### config.mk
export PLATFORM = sky130hd
export DESIGN_NAME = hyper_rd_capture_flat
export DESIGN_NICKNAME = d
export VERILOG_FILES = /design/src/rtl/hyper_rd_capture_pkg.sv /design/src/rtl/hyper_rd_capture_if.sv /design/src/rtl/hyper_rd_capture_tmo_cnt.sv /design/src/rtl/hyper_rd_capture.sv /design/src/flat_wrapper.sv
export SDC_FILE = /design/constraint.sdc
export NUM_CORES = 1
export LEC_CHECK = 0
export ABC_AREA = 1
export CAP_MARGIN = 5
export CORE_MARGIN = 5
export CORE_UTILIZATION = 44
export CTS_CLUSTER_SIZE = 40
export DETAILED_ROUTE_END_ITERATION = 8
export PLACE_DENSITY_LB_ADDON = 0.1
export SYNTH_ARGS = -nofsm -noshare
export SYNTH_HDL_FRONTEND = slang
export SYNTH_SLANG_ARGS = --single-unit
### constraint.sdc
create_clock -name clk -period 1.5 [get_ports clk]
set_input_delay 0.3 -clock clk [delete_from_list [all_inputs] [get_ports clk]]
set_output_delay 0.3 -clock clk [all_outputs]
set_load 0.03 [all_outputs]
### src/rtl/hyper_rd_capture_pkg.sv
// Shared HyperRAM sequencer definitions: FSM encodings, the RWDS strobe
// code and the default strobe-wait budget (also used by the write side).
package hyper_rd_capture_pkg;

    // Capture sequencer states, 2-bit encoded
    typedef enum logic [1:0] {
        ST_IDLE    = 2'd0,
        ST_WAIT_DS = 2'd1,
        ST_CAPTURE = 2'd2,
        ST_FINISH  = 2'd3
    } state_t;

    // {rwds_ris, rwds_fal} pattern that marks a valid data beat
    localparam logic [1:0] RWDS_STRB = 2'b10;

    // Default number of strobe-free cycles tolerated before giving up
    localparam int DEF_MAX_WAIT = 32;

    // Timer width: MAX_WAIT is limited to 255
    localparam int TMO_W = 8;

    // True when the registered RWDS pair carries a data beat
    function automatic logic rwds_is_strb(input logic ris, input logic fal);
        return ({ris, fal} == RWDS_STRB);
    endfunction

endpackage

### src/rtl/hyper_rd_capture_if.sv
// Bundle between the IDDR bank / controller and the read capture sequencer.
//
// Handshake semantics: `start` is a one-cycle request that is only taken
// while `busy` is low (busy acts as the inverse of ready; a start seen while
// busy is dropped, not stalled). `rd_rdy` is a one-cycle valid for `rd_d`
// with no backpressure: the consumer must take the word in that cycle.
// `done` and `timeout` are mutually exclusive one-cycle burst terminators.
interface hyper_rd_capture_if
    import hyper_rd_capture_pkg::*;
#(
    parameter int LEN_W = 8
);
    // request side
    logic             start;
    logic [LEN_W-1:0] rd_len;
    logic             abort;

    // registered IDDR outputs
    logic [7:0]       dq_ris;
    logic [7:0]       dq_fal;
    logic             rwds_ris;
    logic             rwds_fal;

    // read-return side
    logic             busy;
    logic [15:0]      rd_d;
    logic             rd_rdy;
    logic             done;
    logic             timeout;
    logic [LEN_W-1:0] word_cnt;

    // current sequencer state for observation
    state_t           state_dbg;

    modport master (
        output start, rd_len, abort, dq_ris, dq_fal, rwds_ris, rwds_fal,
        input  busy, rd_d, rd_rdy, done, timeout, word_cnt, state_dbg
    );

    modport slave (
        input  start, rd_len, abort, dq_ris, dq_fal, rwds_ris, rwds_fal,
        output busy, rd_d, rd_rdy, done, timeout, word_cnt, state_dbg
    );

endinterface

### src/rtl/hyper_rd_capture_tmo_cnt.sv
// Loadable down-counter used as a strobe-wait watchdog. `load` wins over
// `dec`; the count sticks at zero instead of wrapping.
module hyper_tmo_cnt #(
    parameter int W = 8
) (
    input  logic         clk,
    input  logic         reset,
    input  logic         load,
    input  logic [W-1:0] load_val,
    input  logic         dec,
    output logic         zero
);

    logic [W-1:0] cnt;

    // reload on request, otherwise count down and hold at zero
    always_ff @(posedge clk) begin
        if (reset) begin
            cnt <= '0;
        end else if (load) begin
            cnt <= load_val;
        end else if (dec && (cnt != '0)) begin
            cnt <= cnt - W'(1);
        end
    end

    assign zero = (cnt == '0);

endmodule

### src/rtl/hyper_rd_capture.sv
// HyperRAM read-data capture sequencer. Watches the registered IDDR outputs
// for RWDS data strobes after a start request, assembles 16-bit words and
// counts them to the requested length, ending in `done`, `timeout` or abort.
module hyper_rd_capture
    import hyper_rd_capture_pkg::*;
#(
    parameter int MAX_WAIT = DEF_MAX_WAIT,
    parameter int LEN_W    = 8
) (
    input  logic              clk,
    input  logic              reset,
    hyper_rd_capture_if.slave bus
);

    // Timer is loaded with MAX_WAIT-1 so that the expiry decision lands in
    // the MAX_WAIT-th strobe-free cycle, leaving that same cycle open for a
    // late strobe to win.
    localparam logic [TMO_W-1:0] TMO_LOAD = TMO_W'(MAX_WAIT - 1);

    state_t           state;
    state_t           state_nxt;

    logic [LEN_W-1:0] len_q;
    logic [LEN_W-1:0] word_cnt_q;
    logic [15:0]      rd_d_q;
    logic             rd_rdy_q;

    logic             strb;
    logic             full;
    logic             accept;
    logic             capture;
    logic             tmo_load;
    logic             tmo_dec;
    logic             tmo_zero;
    logic             timeout_c;

    assign strb = rwds_is_strb(bus.rwds_ris, bus.rwds_fal);

    // All requested words have been delivered (word_cnt updates together
    // with rd_rdy, so this is seen one cycle after the last strobe and puts
    // `done` one cycle after the last `rd_rdy`).
    assign full = (word_cnt_q == len_q);

    hyper_tmo_cnt #(
        .W (TMO_W)
    ) u_tmo (
        .clk      (clk),
        .reset    (reset),
        .load     (tmo_load),
        .load_val (TMO_LOAD),
        .dec      (tmo_dec),
        .zero     (tmo_zero)
    );

    // state register
    always_ff @(posedge clk) begin
        if (reset) begin
            state <= ST_IDLE;
        end else begin
            state <= state_nxt;
        end
    end

    // next-state and per-cycle control; priority in the wait states is
    // abort > burst complete > strobe > timer expiry
    always_comb begin
        state_nxt = state;
        accept    = 1'b0;
        capture   = 1'b0;
        tmo_load  = 1'b0;
        tmo_dec   = 1'b0;
        timeout_c = 1'b0;

        case (state)
            ST_IDLE: begin
                if (bus.start) begin
                    accept = 1'b1;
                    if (bus.rd_len != '0) begin
                        tmo_load  = 1'b1;
                        state_nxt = ST_WAIT_DS;
                    end else begin
                        state_nxt = ST_FINISH;
                    end
                end
            end

            ST_WAIT_DS: begin
                if (bus.abort) begin
                    state_nxt = ST_IDLE;
                end else if (strb) begin
                    capture   = 1'b1;
                    tmo_load  = 1'b1;
                    state_nxt = ST_CAPTURE;
                end else if (tmo_zero) begin
                    timeout_c = 1'b1;
                    state_nxt = ST_IDLE;
                end else begin
                    tmo_dec = 1'b1;
                end
            end

            ST_CAPTURE: begin
                if (bus.abort) begin
                    state_nxt = ST_IDLE;
                end else if (full) begin
                    // surplus strobes after the last word are dropped
                    state_nxt = ST_FINISH;
                end else if (strb) begin
                    capture  = 1'b1;
                    tmo_load = 1'b1;
                end else if (tmo_zero) begin
                    timeout_c = 1'b1;
                    state_nxt = ST_IDLE;
                end else begin
                    tmo_dec = 1'b1;
                end
            end

            ST_FINISH: begin
                state_nxt = ST_IDLE;
            end

            default: begin
                state_nxt = ST_IDLE;
            end
        endcase
    end

    // burst length, word counter and the registered read-return word
    always_ff @(posedge clk) begin
        if (reset) begin
            len_q      <= '0;
            word_cnt_q <= '0;
            rd_d_q     <= 16'h0000;
            rd_rdy_q   <= 1'b0;
        end else begin
            rd_rdy_q <= capture;
            if (accept) begin
                len_q      <= bus.rd_len;
                word_cnt_q <= '0;
            end
            if (capture) begin
                rd_d_q <= {bus.dq_ris, bus.dq_fal};
                if (word_cnt_q != len_q) begin
                    word_cnt_q <= word_cnt_q + LEN_W'(1);
                end
            end
        end
    end

    assign bus.busy      = (state != ST_IDLE);
    assign bus.done      = (state == ST_FINISH);
    assign bus.timeout   = timeout_c;
    assign bus.rd_d      = rd_d_q;
    assign bus.rd_rdy    = rd_rdy_q;
    assign bus.word_cnt  = word_cnt_q;
    assign bus.state_dbg = state;

endmodule

### src/flat_wrapper.sv
// flat-port wrapper written by rule: the top's interface ports become plain ports
module hyper_rd_capture_flat import hyper_rd_capture_pkg::*;
#(
    parameter int MAX_WAIT = DEF_MAX_WAIT,
    parameter int LEN_W    = 8
)
  (clk, reset, bus_start, bus_rd_len, bus_abort, bus_dq_ris, bus_dq_fal, bus_rwds_ris, bus_rwds_fal, bus_busy, bus_rd_d, bus_rd_rdy, bus_done, bus_timeout, bus_word_cnt, bus_state_dbg);
  hyper_rd_capture_if #(.LEN_W(LEN_W)) bus_i ();
  input  logic clk;
  input  logic reset;
  input wire logic [$bits(bus_i.start)-1:0] bus_start;
  input wire logic [$bits(bus_i.rd_len)-1:0] bus_rd_len;
  input wire logic [$bits(bus_i.abort)-1:0] bus_abort;
  input wire logic [$bits(bus_i.dq_ris)-1:0] bus_dq_ris;
  input wire logic [$bits(bus_i.dq_fal)-1:0] bus_dq_fal;
  input wire logic [$bits(bus_i.rwds_ris)-1:0] bus_rwds_ris;
  input wire logic [$bits(bus_i.rwds_fal)-1:0] bus_rwds_fal;
  output wire logic [$bits(bus_i.busy)-1:0] bus_busy;
  output wire logic [$bits(bus_i.rd_d)-1:0] bus_rd_d;
  output wire logic [$bits(bus_i.rd_rdy)-1:0] bus_rd_rdy;
  output wire logic [$bits(bus_i.done)-1:0] bus_done;
  output wire logic [$bits(bus_i.timeout)-1:0] bus_timeout;
  output wire logic [$bits(bus_i.word_cnt)-1:0] bus_word_cnt;
  output wire logic [$bits(bus_i.state_dbg)-1:0] bus_state_dbg;
  assign bus_i.start = bus_start;
  assign bus_i.rd_len = bus_rd_len;
  assign bus_i.abort = bus_abort;
  assign bus_i.dq_ris = bus_dq_ris;
  assign bus_i.dq_fal = bus_dq_fal;
  assign bus_i.rwds_ris = bus_rwds_ris;
  assign bus_i.rwds_fal = bus_rwds_fal;
  assign bus_busy = bus_i.busy;
  assign bus_rd_d = bus_i.rd_d;
  assign bus_rd_rdy = bus_i.rd_rdy;
  assign bus_done = bus_i.done;
  assign bus_timeout = bus_i.timeout;
  assign bus_word_cnt = bus_i.word_cnt;
  assign bus_state_dbg = bus_i.state_dbg;
  hyper_rd_capture #(.MAX_WAIT(MAX_WAIT), .LEN_W(LEN_W)) u_core (.clk(clk), .reset(reset), .bus(bus_i));
endmodule
==> flow_metrics.tcl <==
set metrics [dict create \
    fin_hold_ws_ns 0.468 \
    hold_viol 0 \
    crit_end "u_core.bus.rd_d[10]" \
    grt_max_degree 17 \
    rows 26 \
    r2r-end "u_core.bus.rd_d[10]" \
    cts_root_buf "clkbuf_8" \
    synth-adder-area-share_pct 3.90 \
    fp.coreArea_um2 5040 \
    ys_warn_count 0 \
    synthMuxAreaShare_pct 0 \
    fin_cells 504 \
    dp.cells 481 \
    firstDrtPassIters 4 \
    syn_nets 359 \
    via_per_inst 4.75 \
    r2r_start "u_core.len_q[2]" \
    finalCritPeriodShare_pct 119 \
    setup.reg_to_reg.worst_slack_ns -0.28 \
    synth_xor_xnor_area_share_pct 3.51 \
    r2r_cells 12 \
    final_critical_path_setup_slack_ns -0.282 \
    drv_cap 0 \
    worstSetupPathType "reg2reg" \
    highest_layer "met4" \
    ys_seq_elements 43 \
    path_clk_slew_ns 0.09 \
    fin_setup_tns_ns -7.46 \
    wl_met1_mm 2.78 \
    required_ns 1.73 \
    place_hpwl_mm 4.29 \
    synthSimpleGateAreaFrac_pct 31.9 \
    syn_area_um2 2240 \
    htreeDepth 2 \
    fin_util_pct 74.0 \
    timing.critical_path.to_type "register" \
    die_area_um2 6630 \
    grtUsageTotal_pct 18.4 \
    synth_cells 322 \
    grt_pass1_vias 2184 \
    slew_viol_final 0 \
    ios 60 \
    antennaDiodeCount 0 \
    cp.arrival_ns 2.01 \
    port_buffers 59 \
    nNetsFinal 470 \
    setup-violations-final 36 \
    clockBufferDepth 2 \
    rsz0062_at_grt "yes" \
    critical_path.startpoint "u_core.len_q[2]" \
    yosysSeqAreaShare_pct 38.4 \
    ant_nets 0 \
    synthToLayoutAreaGrowth_pct 66.3 \
    p_leak_nw 1.68 \
    startpoint_type "register" \
    avgRoutedWirePerCell_um 12.6 \
    ir_drop_mv 0.533 \
    die_h_um 81.4 \
    finalInstanceArea_um2 3730 \
    drc_errors 0 \
    drive_gt1_share_pct 37.3 \
    layout_common_cells "60 x nor2_1, 57 x nand2_1, 43 x buf_4, 28 x clkdlybuf4s50_1, 26 x dfxtp_1" \
    die_w_um 81.4 \
    insertion_delay_ns 0.29 \
    violations "negative setup slack" \
    antenna_found_initial 0 \
    worstMarginPinSlew_ns 0.326 \
    initial_utilization_pct 44.5 \
    met2WireLength_mm 3.21 \
    synth_top_family_by_area "simple AND/OR/NAND/NOR gates" \
    outcome "finished with violations" \
    gp_congestion 0.854 \
    drt-total-wl_mm 6.33 \
    avgSynthCellArea_um2 6.97 \
    critical_path.max_fanout 8 \
    final_common_cell "nor2_1" \
    skew_ns 0.00745 \
    synth_compound_area_share_pct 13.2 \
    clock_sinks 43 \
    gr-total-overflow 0 \
    wl_met3_um 287 \
    fmax_mhz 561 \
    vias 2394 \
    slew_headroom_pct 78.4 \
    hp-class "reg2reg" \
    fin_crit_ns 1.78 \
    cts_tree "built" \
    grt_pass1_wl_mm 9.65 \
    powerDensity_nw_per_um2 891 \
    cts_buffers 5 \
    ys_types 26 \
    drtIter0Drc 117 \
    place_area_um2 3230 \
]
state kept, by name (all words and copies together) (netlist names):
signal / flops
u_core.bus.rd_d: 16
u_core.bus.rd_rdy: 1
u_core.bus.state_dbg: 2
u_core.bus.word_cnt: 8
u_core.len_q: 8
u_core.u_tmo.cnt: 8
cells by family (layout without fill, tap and decap cells):
group / count (synthesis) / in the layout
simple gates: 159 / 161
compound gates: 59 / 59
buf+inv: 45 / 155
flops: 43 / 43
xor+xnor: 9 / 9
fa+ha+maj: 7 / 7
layer usage:
metal / global-route usage, % / up-vias
li1: - / 1255
met3: 3.29 / 6
met4: 4.56 / 0
met1: 24.7 / 1077
met2: 30.7 / 56
met5: 0 / -
cells in the mapped netlist (all sizes together):
library cell | instances | share of area, %
buf | 3 | 1.9
ha | 7 | 3.9
inv | 37 | 6.4
nor3b | 1 | 0.33
nand3 | 15 | 3.9
o21ai | 40 | 8.9
nand2 | 69 | 13
nor2 | 68 | 12
a21oi | 19 | 4.2
xnor2 | 6 | 2.3
nand4 | 2 | 1.2
dfxtp | 43 | 38
xor2 | 3 | 1.2
clkbuf | 5 | 0.84
nor3 | 4 | 1.4
per-stage QoR:
step / total power [mW] / setup slack (ns)
after detailed placement: 2.27 / -0.340
after floorplan: 1.91 / -0.0459
final: 3.32 / -0.282
after global routing: 3.50 / -0.380
after CTS: 3.08 / -0.249
after global placement: 2.25 / -0.283
critical path: stages (launching register included):
cell     delay, ns
dfxtp_1       0.39
xnor2_2       0.12
nand2_1       0.07
nor2_2        0.16
nand2_4       0.08
nand2_4       0.08
nand2_8       0.05
buf_4         0.13
buf_12        0.14
nand3_4       0.14
buf_8         0.17
o21ai_2       0.05
nor2_1        0.12
report_power, final:
| group | internal (mW) | switching, mW | leakage, nW |
|---|---|---|---|
| Combinational | 0.605 | 0.699 | 1.27 |
| Clock | 0.327 | 0.416 | 0.0488 |
| Sequential | 1.21 | 0.0648 | 0.360 |
| Total | 2.14 | 1.18 | 1.68 |
layout make-up:
type	instances	area [um^2]
inverter	37	159
timing repair buffer	110	1010
fill	395	1310
clock inverter	3	17.5
sequential	43	907
multi-input combinational	236	1480
tap	70	87.6
clock buffer	5	68.8
repair_timing:
action	in CTS	in global routing
gates cloned	1	2
hold buffers	0	0
endpoints found under the setup margin	58	40
buffers inserted	7	6
pin swaps	15	33
gates resized for setup	57	76
how the worst min path moves through the flow:
stage	startpoint	end	depth (start not counted)
after floorplan	u_core.len_q[1]	u_core.len_q[1]	2
after global placement	u_core.bus.rd_d[9]	u_core.bus.rd_d[9]	2
after detailed placement	u_core.bus.rd_d[8]	u_core.bus.rd_d[8]	2
after CTS	u_core.len_q[0]	u_core.len_q[0]	2
after global routing	u_core.len_q[5]	u_core.len_q[5]	2
final	u_core.len_q[0]	u_core.len_q[0]	2
(Power assumes the default switching activity.)
